===== src/rtl/twos_pkg.sv =====
// Shared definitions for the two's-complement conversion unit: FSM states and
// default operand geometry.
package twos_pkg;

    typedef enum logic [1:0] {
        IDLE = 2'd0,
        CONV = 2'd1,
        DONE = 2'd2
    } state_t;

    localparam int DEF_WIDTH   = 4;
    localparam int DEF_NUM_OPS = 2;
    localparam int DEF_OPC_W   = 4;

endpackage


===== src/rtl/twos_neg_core.sv =====
// Combinational negate-or-pass core: invert, add one, flag the most-negative operand.
// Define TWOS_SAT_EN to clamp the negated minimum to the maximum positive value.
module twos_neg_core
    import twos_pkg::*;
#(
    parameter int WIDTH = DEF_WIDTH
) (
    input  logic signed [WIDTH-1:0] op,
    input  logic                    neg,
    output logic signed [WIDTH-1:0] res,
    output logic                    min_ovf
);

    localparam logic signed [WIDTH-1:0] ONE     = WIDTH'(1);
    localparam logic signed [WIDTH-1:0] MIN_NEG = {1'b1, {(WIDTH-1){1'b0}}};

    logic                    is_min;
    logic signed [WIDTH-1:0] negated;
    logic signed [WIDTH-1:0] neg_final;

    assign is_min  = (op == MIN_NEG);
    assign negated = ~op + ONE;

`ifdef TWOS_SAT_EN
    localparam logic signed [WIDTH-1:0] MAX_POS = {1'b0, {(WIDTH-1){1'b1}}};

    function automatic logic signed [WIDTH-1:0] sat_neg(
        input logic signed [WIDTH-1:0] neg_val,
        input logic                    min_in
    );
        return min_in ? MAX_POS : neg_val;
    endfunction

    assign neg_final = sat_neg(negated, is_min);
`else
    // Negating the minimum wraps back onto itself.
    assign neg_final = negated;
`endif

    assign res     = neg ? neg_final : op;
    assign min_ovf = neg & is_min;

endmodule


===== src/rtl/twos_complement_unit.sv =====
// Sequential two's-complement unit: converts packed operands one per cycle through
// a shared twos_neg_core. Define TWOS_SAT_EN for saturating negation.
module twos_complement_unit
    import twos_pkg::*;
#(
    parameter int WIDTH   = DEF_WIDTH,
    parameter int NUM_OPS = DEF_NUM_OPS,
    parameter int OPC_W   = DEF_OPC_W
) (
    input  logic                       clk,
    input  logic                       rst,
    input  logic [NUM_OPS*WIDTH+OPC_W-1:0] nr_coded,
    input  logic [NUM_OPS-1:0]         neg_mask,
    input  logic                       start,
    output logic                       busy,
    output logic                       done,
    output logic [NUM_OPS*WIDTH-1:0]   ops_out,
    output logic [OPC_W-1:0]           operation,
    output logic [NUM_OPS-1:0]         ovf
);

    localparam int IDX_W = (NUM_OPS > 1) ? $clog2(NUM_OPS) : 1;
    localparam logic [IDX_W-1:0] LAST_IDX = IDX_W'(NUM_OPS - 1);

    state_t state, state_nxt;
    logic [IDX_W-1:0] idx;

    // Working copies are indexed by operand number; mask and ovf bits follow
    // the operand packing, so operand 0 maps to the MSB of each vector.
    logic signed [WIDTH-1:0] src      [NUM_OPS];
    logic signed [WIDTH-1:0] work     [NUM_OPS];
    logic                    neg_cap  [NUM_OPS];
    logic                    ovf_work [NUM_OPS];
    logic [OPC_W-1:0]        opc_cap;

    logic signed [WIDTH-1:0] core_res;
    logic                    core_ovf;
    logic                    accept;

    assign accept = (state == IDLE) && start && !done;

    twos_neg_core #(.WIDTH(WIDTH)) u_neg_core (
        .op      (src[idx]),
        .neg     (neg_cap[idx]),
        .res     (core_res),
        .min_ovf (core_ovf)
    );

    always_comb begin
        state_nxt = state;
        case (state)
            IDLE:    if (accept) state_nxt = CONV;
            CONV:    if (idx == LAST_IDX) state_nxt = DONE;
            DONE:    state_nxt = IDLE;
            default: state_nxt = IDLE;
        endcase
    end

    always_ff @(posedge clk) begin
        if (rst) begin
            state     <= IDLE;
            idx       <= '0;
            busy      <= 1'b0;
            done      <= 1'b0;
            ops_out   <= '0;
            operation <= '0;
            ovf       <= '0;
        end else begin
            state <= state_nxt;
            done  <= 1'b0;
            case (state)
                IDLE: begin
                    if (accept) begin
                        idx  <= '0;
                        busy <= 1'b1;
                    end
                end
                CONV: idx <= idx + 1'b1;
                DONE: begin
                    busy      <= 1'b0;
                    done      <= 1'b1;
                    operation <= opc_cap;
                    for (int i = 0; i < NUM_OPS; i++) begin
                        ops_out[(NUM_OPS-1-i)*WIDTH +: WIDTH] <= work[i];
                        ovf[NUM_OPS-1-i]                      <= ovf_work[i];
                    end
                end
                default: ;
            endcase
        end
    end

    // Capture and per-operand working storage; no reset needed on the data path.
    always_ff @(posedge clk) begin
        if (accept) begin
            opc_cap <= nr_coded[OPC_W-1:0];
            for (int i = 0; i < NUM_OPS; i++) begin
                src[i]     <= nr_coded[OPC_W + (NUM_OPS-1-i)*WIDTH +: WIDTH];
                neg_cap[i] <= neg_mask[NUM_OPS-1-i];
            end
        end
        if (state == CONV) begin
            work[idx]     <= core_res;
            ovf_work[idx] <= core_ovf;
        end
    end

endmodule


===== config.mk =====
export PLATFORM = sky130hd
export DESIGN_NAME = twos_complement_unit
export DESIGN_NICKNAME = d
export VERILOG_FILES = /design/src/rtl/twos_pkg.sv /design/src/rtl/twos_neg_core.sv /design/src/rtl/twos_complement_unit.sv
export SDC_FILE = /design/constraint.sdc
export NUM_CORES = 1
export LEC_CHECK = 0
export ABC_AREA = 1
export CORE_UTILIZATION = 39
export DETAILED_ROUTE_END_ITERATION = 16
export GPL_ROUTABILITY_DRIVEN = 0
export GPL_TIMING_DRIVEN = 0
export MAX_ROUTING_LAYER = met4
export PLACE_DENSITY = 0.73
export RECOVER_POWER = 50
export SYNTH_ARGS = -nofsm -noshare
export SYNTH_HDL_FRONTEND = slang
export SYNTH_SLANG_ARGS = --single-unit

===== constraint.sdc =====
create_clock -name clk -period 3.45 [get_ports clk]
set_clock_uncertainty 0.15 [all_clocks]
set_input_delay 0.69 -clock clk [delete_from_list [all_inputs] [get_ports clk]]
set_output_delay 0.69 -clock clk [all_outputs]
set_load 0.05 [all_outputs]

==> results.md <==
Worst hold path:
- The classification of the worst-slack hold path is register to register.

Floorplanning:
- The I/O pin total is 33.
- The die is 65.7 um wide.
- The core box area is about 3800 um^2.
- The initial standard-cell utilization of the core is 0.420.
- The standard-cell row count is 22.
- The height of the die is 65.7 um.
- The die area is 4320 um^2.

Clocking:
- The TritonCTS clock tree is done.
- The clock buffer count from CTS is 5.
- The clock network latency to the later pin of the worst-skew pair is 290 ps.
- The cell sitting at the root of the clock tree is a sky130_fd_sc_hd__clkbuf_8.
- The tree built by TritonCTS fans out to 44 sinks.
- In this run, post-CTS hold repair placed 0 buffers.
- The longest clock path from root to sink contains 2 buffers.
- The post-CTS resize count is 0.
- The number of setup buffers added after CTS is 0.
- CTS built an H-tree with a depth of 2.
- The clock transition time at the flip-flop clock pins of the worst setup and hold paths is 70 ps.

Yosys:
- The synthesized netlist net count is 166.
- By area the synthesized netlist is led by sky130_fd_sc_hd__edfxtp_1 (45%), sky130_fd_sc_hd__dfxtp_1 (25%), sky130_fd_sc_hd__nand2_1 (10%).
- The compound-gate portion of the synthesized area is 0.0624.
- The library cell with the largest summed area after synthesis is sky130_fd_sc_hd__edfxtp_1.
- Of the total synthesized cell area, the portion taken by XOR and XNOR cells is 0.00553.
- Averaged over all synthesized cells, the footprint is 10.7 um^2.
- The simple-gate portion of the synthesized area is 0.158.
- The register area share after synthesis is 0.708.
- The combinational family with the most area after synthesis is simple AND/OR/NAND/NOR gates.
- Yosys printed 0 warnings.
- The post-synth design cell area is ~1600 um^2.
- The share of synthesized cell area in full adder, half adder and majority cells is 0.00790.
- After synthesis, the netlist uses 19 different library cells.
- The mux contribution to synthesized area is 0.
- The cell count after synthesis is ~150.
- In this run, synthesis produced a sequential element count of between 40 and 50.
- The top-area cell type share of the netlist area is 0.455.

Pwr:
- The maximum resistive drop on vdd is 289 uV.
- The power per standard cell area is 501 nW/um^2.
- The standby leakage power is 0.000769 uW.

STA:
- The final hold violation count is 0.
- The final count of negative-setup-slack endpoints is 0.
- Setup repair after global routing left no endpoint under its margin.
- The total count of max-transition violations in the final report is 0.
- The worst pin sits at a relative slew slack of 0.635.
- In the finished design, the share of the clock period the worst path needs comes to 0.659.
- After routing, the total negative slack on setup checks comes to 0 ps.
- The time the worst path needs with I/O delays and setup is 2270 ps.
- Static timing analysis puts the maximum clock frequency at roughly 440 MHz.
- For the pin with the worst max-slew slack, the measured transition is 547 ps.
- The smallest hold slack is 315 ps.

Layout:
- The area growth from synthesis to layout is 29.3%.
- The repair_antennas step left the layout with diodes totalling 0.
- In the final design database the tool counted 204 nets.
- The area taken by flip-flops and latches is between 1000 and 1500 um^2.
- Leaving out fill and tap cells, the most frequent cell in the layout is sky130_fd_sc_hd__nand2_1.
- Summing all multi-input logic gate instances after layout gives between 300 and 400 um^2.
- Leaving out fill and tap cells, the most frequent cells in the layout are sky130_fd_sc_hd__nand2_1 (46), sky130_fd_sc_hd__edfxtp_1 (24), sky130_fd_sc_hd__dfxtp_1 (20).
- The share of cells above drive strength 1 is 0.0802.
- The filler cells instantiated in the layout total 311.

GRT:
- Entering global routing, the biggest net connects 15 pins.
- Across every metal layer, demand over resource in global routing totals 0.126.
- The first-pass GRT wire length is 3890 um.
- The number of antenna violations at the first check in global routing is 0.
- The total overflow left after global routing is 0.
- The via count of the first global-routing pass was 932.

Setup path:
- The critical path start-end classification is register to output pin.
- The highest-delay cell along the critical path is sky130_fd_sc_hd__clkdlybuf4s50_1.
- The combined buffer and inverter count along the critical path is 1.
- STA classifies the critical path startpoint as a register.
- The critical path endpoint category is an output pin.
- The signal on the critical path passes through clkdlybuf4s50_1.
- The cell type group with the largest total delay on the critical path is buffers and inverters.
- For the worst setup path, the data required time is 2610 ps.
- In this run the worst path has a maximum fanout of 2.
- For this run, the slowest stage of the critical path takes 800 ps.
- Data on the critical path arrives at its endpoint at 1430 ps.

Detailed routing:
- In the detailed route, the total length drawn on met2 is approximately 1200 um.
- The routed wire length on met3 is about 130 um.
- The number of vias after detailed routing is between 1000 and 1500.
- The count of nets left with antenna violations once routing finished came out at 0.
- The highest signal layer in the routed design is met4.
- The total iterations of the first detailed-routing run is 4.
- The number of remaining DRC errors is 0.
- The length of routed wiring on met1 is 1010 um.
- The count of routing violations after the opening detailed-route iteration is 58.
- Dividing the detail-routed via count by the number of cells gives 4.49.
- In the final routed layout, each cell accounts on average for approximately 9.9 um.
- The total wire length is between 2000 and 2500 um.

Outcome:
- The run finished with clean final reports.

Place:
- Input and output buffers added on the ports amount to 31.
- Detailed placement ended at an HPWL of 1780 um.

Run:
- Across the run, the number of max-cap violations was 0.
[synthesized netlist by cell type]
cell / instances
sky130_fd_sc_hd__nor2_1: 5
sky130_fd_sc_hd__buf_2: 2
sky130_fd_sc_hd__xnor2_1: 1
sky130_fd_sc_hd__clkbuf_1: 1
sky130_fd_sc_hd__dfxtp_1: 20
sky130_fd_sc_hd__nand3_1: 4
sky130_fd_sc_hd__inv_1: 15
sky130_fd_sc_hd__nand2_1: 44
sky130_fd_sc_hd__buf_4: 1
sky130_fd_sc_hd__nor2_2: 1
sky130_fd_sc_hd__nor3_1: 1
sky130_fd_sc_hd__ha_1: 1
sky130_fd_sc_hd__a21oi_1: 17
sky130_fd_sc_hd__nand2_2: 4
sky130_fd_sc_hd__o21ai_2: 1
sky130_fd_sc_hd__nand3_2: 1
sky130_fd_sc_hd__edfxtp_1: 24
sky130_fd_sc_hd__o21ai_0: 1
sky130_fd_sc_hd__inv_2: 4
[sequential cells by signal, summed over array words and instances (netlist names), 2 cells and up, named ones only]
register	flops
src	8
opc_cap	4
ovf_work	2
operation	4
neg_cap	2
ovf	2
state	2
ops_out	8
work	8
[final cells by class]
cell class / count / area share
buffer: 4 / 0.00916
clock buffer: 6 / 0.0458
clock inverter: 2 / 0.00367
inverter: 19 / 0.0348
multi-input combinational: 81 / 0.178
sequential: 44 / 0.547
tap: 48 / 0.0293
timing repair buffer: 31 / 0.151
[tightest hold or removal path, delay by kind of cell, from the launching register on]
| family | cells | cell delay [ps] |
|---|---|---|
| DFF | 1 | 310 |
| and+or+nand+nor | 1 | 60 |
| AOI/OAI and AO/OA | 1 | 50 |
[layer usage]
layer  vias to the layer above  GRT usage
met5                         -          -
met4                         0     0.0408
met3                         5     0.0469
met2                        31      0.216
met1                       470      0.133
li1                        550          -
[where the power goes]
part           internal (uW)  switching [uW]
sequential               586            9.27
clock                    181             157
combinational           34.5            57.0
[worst paths after layout]
check	slack [ps]	end	from	cells after the start
min reg2reg	320	ops_out[1]	ops_out[1]	2
min	320	ops_out[1]	ops_out[1]	2
max reg2reg	1850	work[0][1]	register	6
max	1180	ops_out[0]	ops_out[0]	1
[through the flow]
stage / utilization / setup WS [ps] / total power [uW] / std cells / instance area, um^2
6_report: 0.543 / 1180 / 1030 / 235 / 2050
5_1_grt: 0.543 / 1110 / 1070 / 235 / 2050
4_1_cts: 0.545 / 1150 / 1040 / 235 / 2060
3_5_place_dp: 0.518 / 1020 / 705 / 227 / 1950
3_3_place_gp: 0.518 / 1090 / 700 / 227 / 1950
2_1_floorplan: - / 1720 / 668 / 148 / 1580
[cell families after synthesis]
group / count (synthesis)
compound gates: 19
buf+inv: 23
xor+xnor: 1
fa+ha+maj: 1
flops: 44
simple gates: 60
No activity file was read; power rests on OpenSTA's default activity.
==> RTL change (same flow settings) <==
Add a define of `TWOS_SAT_EN`.
--- a/src/rtl/twos_neg_core.sv
+++ b/src/rtl/twos_neg_core.sv
@@ -1,4 +1,6 @@
 // Combinational negate-or-pass core: invert, add one, flag the most-negative operand.
 // Define TWOS_SAT_EN to clamp the negated minimum to the maximum positive value.
+`define TWOS_SAT_EN
+
 module twos_neg_core
     import twos_pkg::*;
Check against the original RTL: not equivalent (a bounded check fails within 10 cycles, from zero or initial values and one cycle with rst high).
==> RTL change against the unedited design <==
Area after synthesis grew 3.8%. Cell area rose by 3.8%. Wire length down 2.1%. Setup slack improved by 1.2 ps. Sequential cell count unchanged. First-iteration DRC count decreased by 16%. Via count increased by 0.95%. Total power up 5.5%. Non-clock buffer count unchanged. Worst hold slack got worse by 2.9 ps. Clock power is 14% higher.
==> RTL change: results (changes against the unedited design) <==
| Metric | Value |
|---|---|
| Status | `finished clean (unchanged)` |
| Total congestion overflow | `0 (unchanged)` |
| Top_reg_cell synth | `edfxtp_1 (unchanged)` |
| Worst setup path end | `operation[3] (was ops_out[0])` |
| R2R cell count | `6 (unchanged)` |
| Syn Area/Cell | `10.7 um^2 (about the same)` |
| Maximum vdd drop | `0.335 mV (was 0.289 mV)` |
| Layout cells sized above 1 | `13.1% (was 8.02%)` |
| NetSw | `232 uW (was 223 uW)` |
| HPWL Detailed | `1740 um (was 1780 um)` |
| Met2 Usage GRT | `20.2% (was 21.6%)` |
| Unique cell type count in the Yosys netlist | `21 (was 19)` |
| Hold Path End | `ops_out[3] (was ops_out[1])` |
| Met2 routed WL | `1080 um (was 1160 um)` |
| Gr busiest metal | `met2 (unchanged)` |
| Reg2reg setup slack | `1780 ps (was 1850 ps)` |
| Number of fillers in the final layout | `377 (was 311)` |
| CTS Root Cell | `clkbuf_8 (unchanged)` |
| Ranking of synthesized cells by area | `edfxtp_1 (44%), dfxtp_1 (24%), nand2_1 (9.4%) (was edfxtp_1 (45%), dfxtp_1 (25%), nand2_1 (10%))` |
| Net Count, Synth | `171 (was 166)` |
| CTS clk-pin slew, worst paths | `80 ps` |
| Crit. Startpoint | `operation[3] (was ops_out[0])` |
| Longest Clk Path Bufs | `2 (unchanged)` |
| WL final | `2270 um (was 2320 um)` |
| Largest net degree at the start of global routing | `15 (unchanged)` |
| GR Util All Layers | `13.1% (was 12.6%)` |
| LEAKAGE | `0.000806 uW (was 0.000769 uW)` |
| Biggest regs | `ops_out: 8 flops, src: 8 flops, work: 8 flops (unchanged)` |
| Vias in the first global route | `953 (was 932)` |
| M1 GR Usage | `14.3% (was 13.3%)` |
| Slowest library cell on the worst path | `clkdlybuf4s50_1 (unchanged)` |
| WL met1 | `1020 um (was 1010 um)` |
| Post-cts sizing count | `0 (unchanged)` |
| Via Count | `1066 (was 1056)` |
| Vias/cell | `4.42 (was 4.49)` |
| Hold-critical path depth | `2 (unchanged)` |
| Placed Cells | `234 (was 227)` |
| Slowest stage delay, CP | `800 ps (about the same)` |
| Initial antenna violation count | `0 (unchanged)` |
| Hold_sp | `ops_out[3] (was ops_out[1])` |
| Ant diodes | `0 (unchanged)` |
| Seq/Total Area, Yosys | `68.2% (was 70.8%)` |
| Fin nets | `209 (was 204)` |
| First-pass GRT wire length | `4020 um (was 3890 um)` |
| Reg2reg end | `work[1][1] (was work[0][1])` |
| Met3 GRT Util | `6.16% (was 4.69%)` |
| CP top delay family | `buffers and inverters (unchanged)` |
| Port Buffer Count | `31 (unchanged)` |
| Tightest Pin Transition | `510 ps (was 547 ps)` |
| Drt first-iter violations | `49 (was 58)` |
| Post-synth top cells | `nand2_1 (41), edfxtp_1 (24), dfxtp_1 (20) (was nand2_1 (44), edfxtp_1 (24), dfxtp_1 (20))` |
| Ys Warns | `0 (unchanged)` |
| Post-Place Cell Area | `0.00202 mm^2 (was 0.00195 mm^2)` |
| Met3 routed WL | `124 um (was 125 um)` |
## RTL change: logic make-up after synthesis
family,synth area share (%)
buffers and inverters,6.47
and+or+nand+nor,17.7
AOI/OAI and AO/OA,6.85
adders and majority gates,0.761
DFF,68.2
## RTL change: per-stage QoR
stage / setup WS [ps] / power (uW) / hold slack, ps
detailed placement: 1040 / 716 / 303
global placement: 1060 / 713 / 298
CTS: 1160 / 1100 / 315
global route: 1100 / 1140 / 336
finish: 1180 / 1080 / 312
floorplan: 1720 / 679 / 309
## RTL change: power groups by stage
stage                     Clock (uW)  Sequential [uW]  Combinational, uW
after CTS                        398              597                108
after global placement             0              608                104
after detailed placement           0              609                107
after floorplan                    0              617               61.7
final                            385              596                102
after global routing             426              598                116
## RTL change: layout make-up
type	count	area, um^2	share of cell area [%]
plain buffers	4	16.3	0.765
clock buffers	7	119	5.59
inverters	20	87.6	4.12
multi-input cells	85	409	19.2
flip-flops and latches	44	1120	52.7
well taps	50	62.6	2.94
repair buffers	31	310	14.6
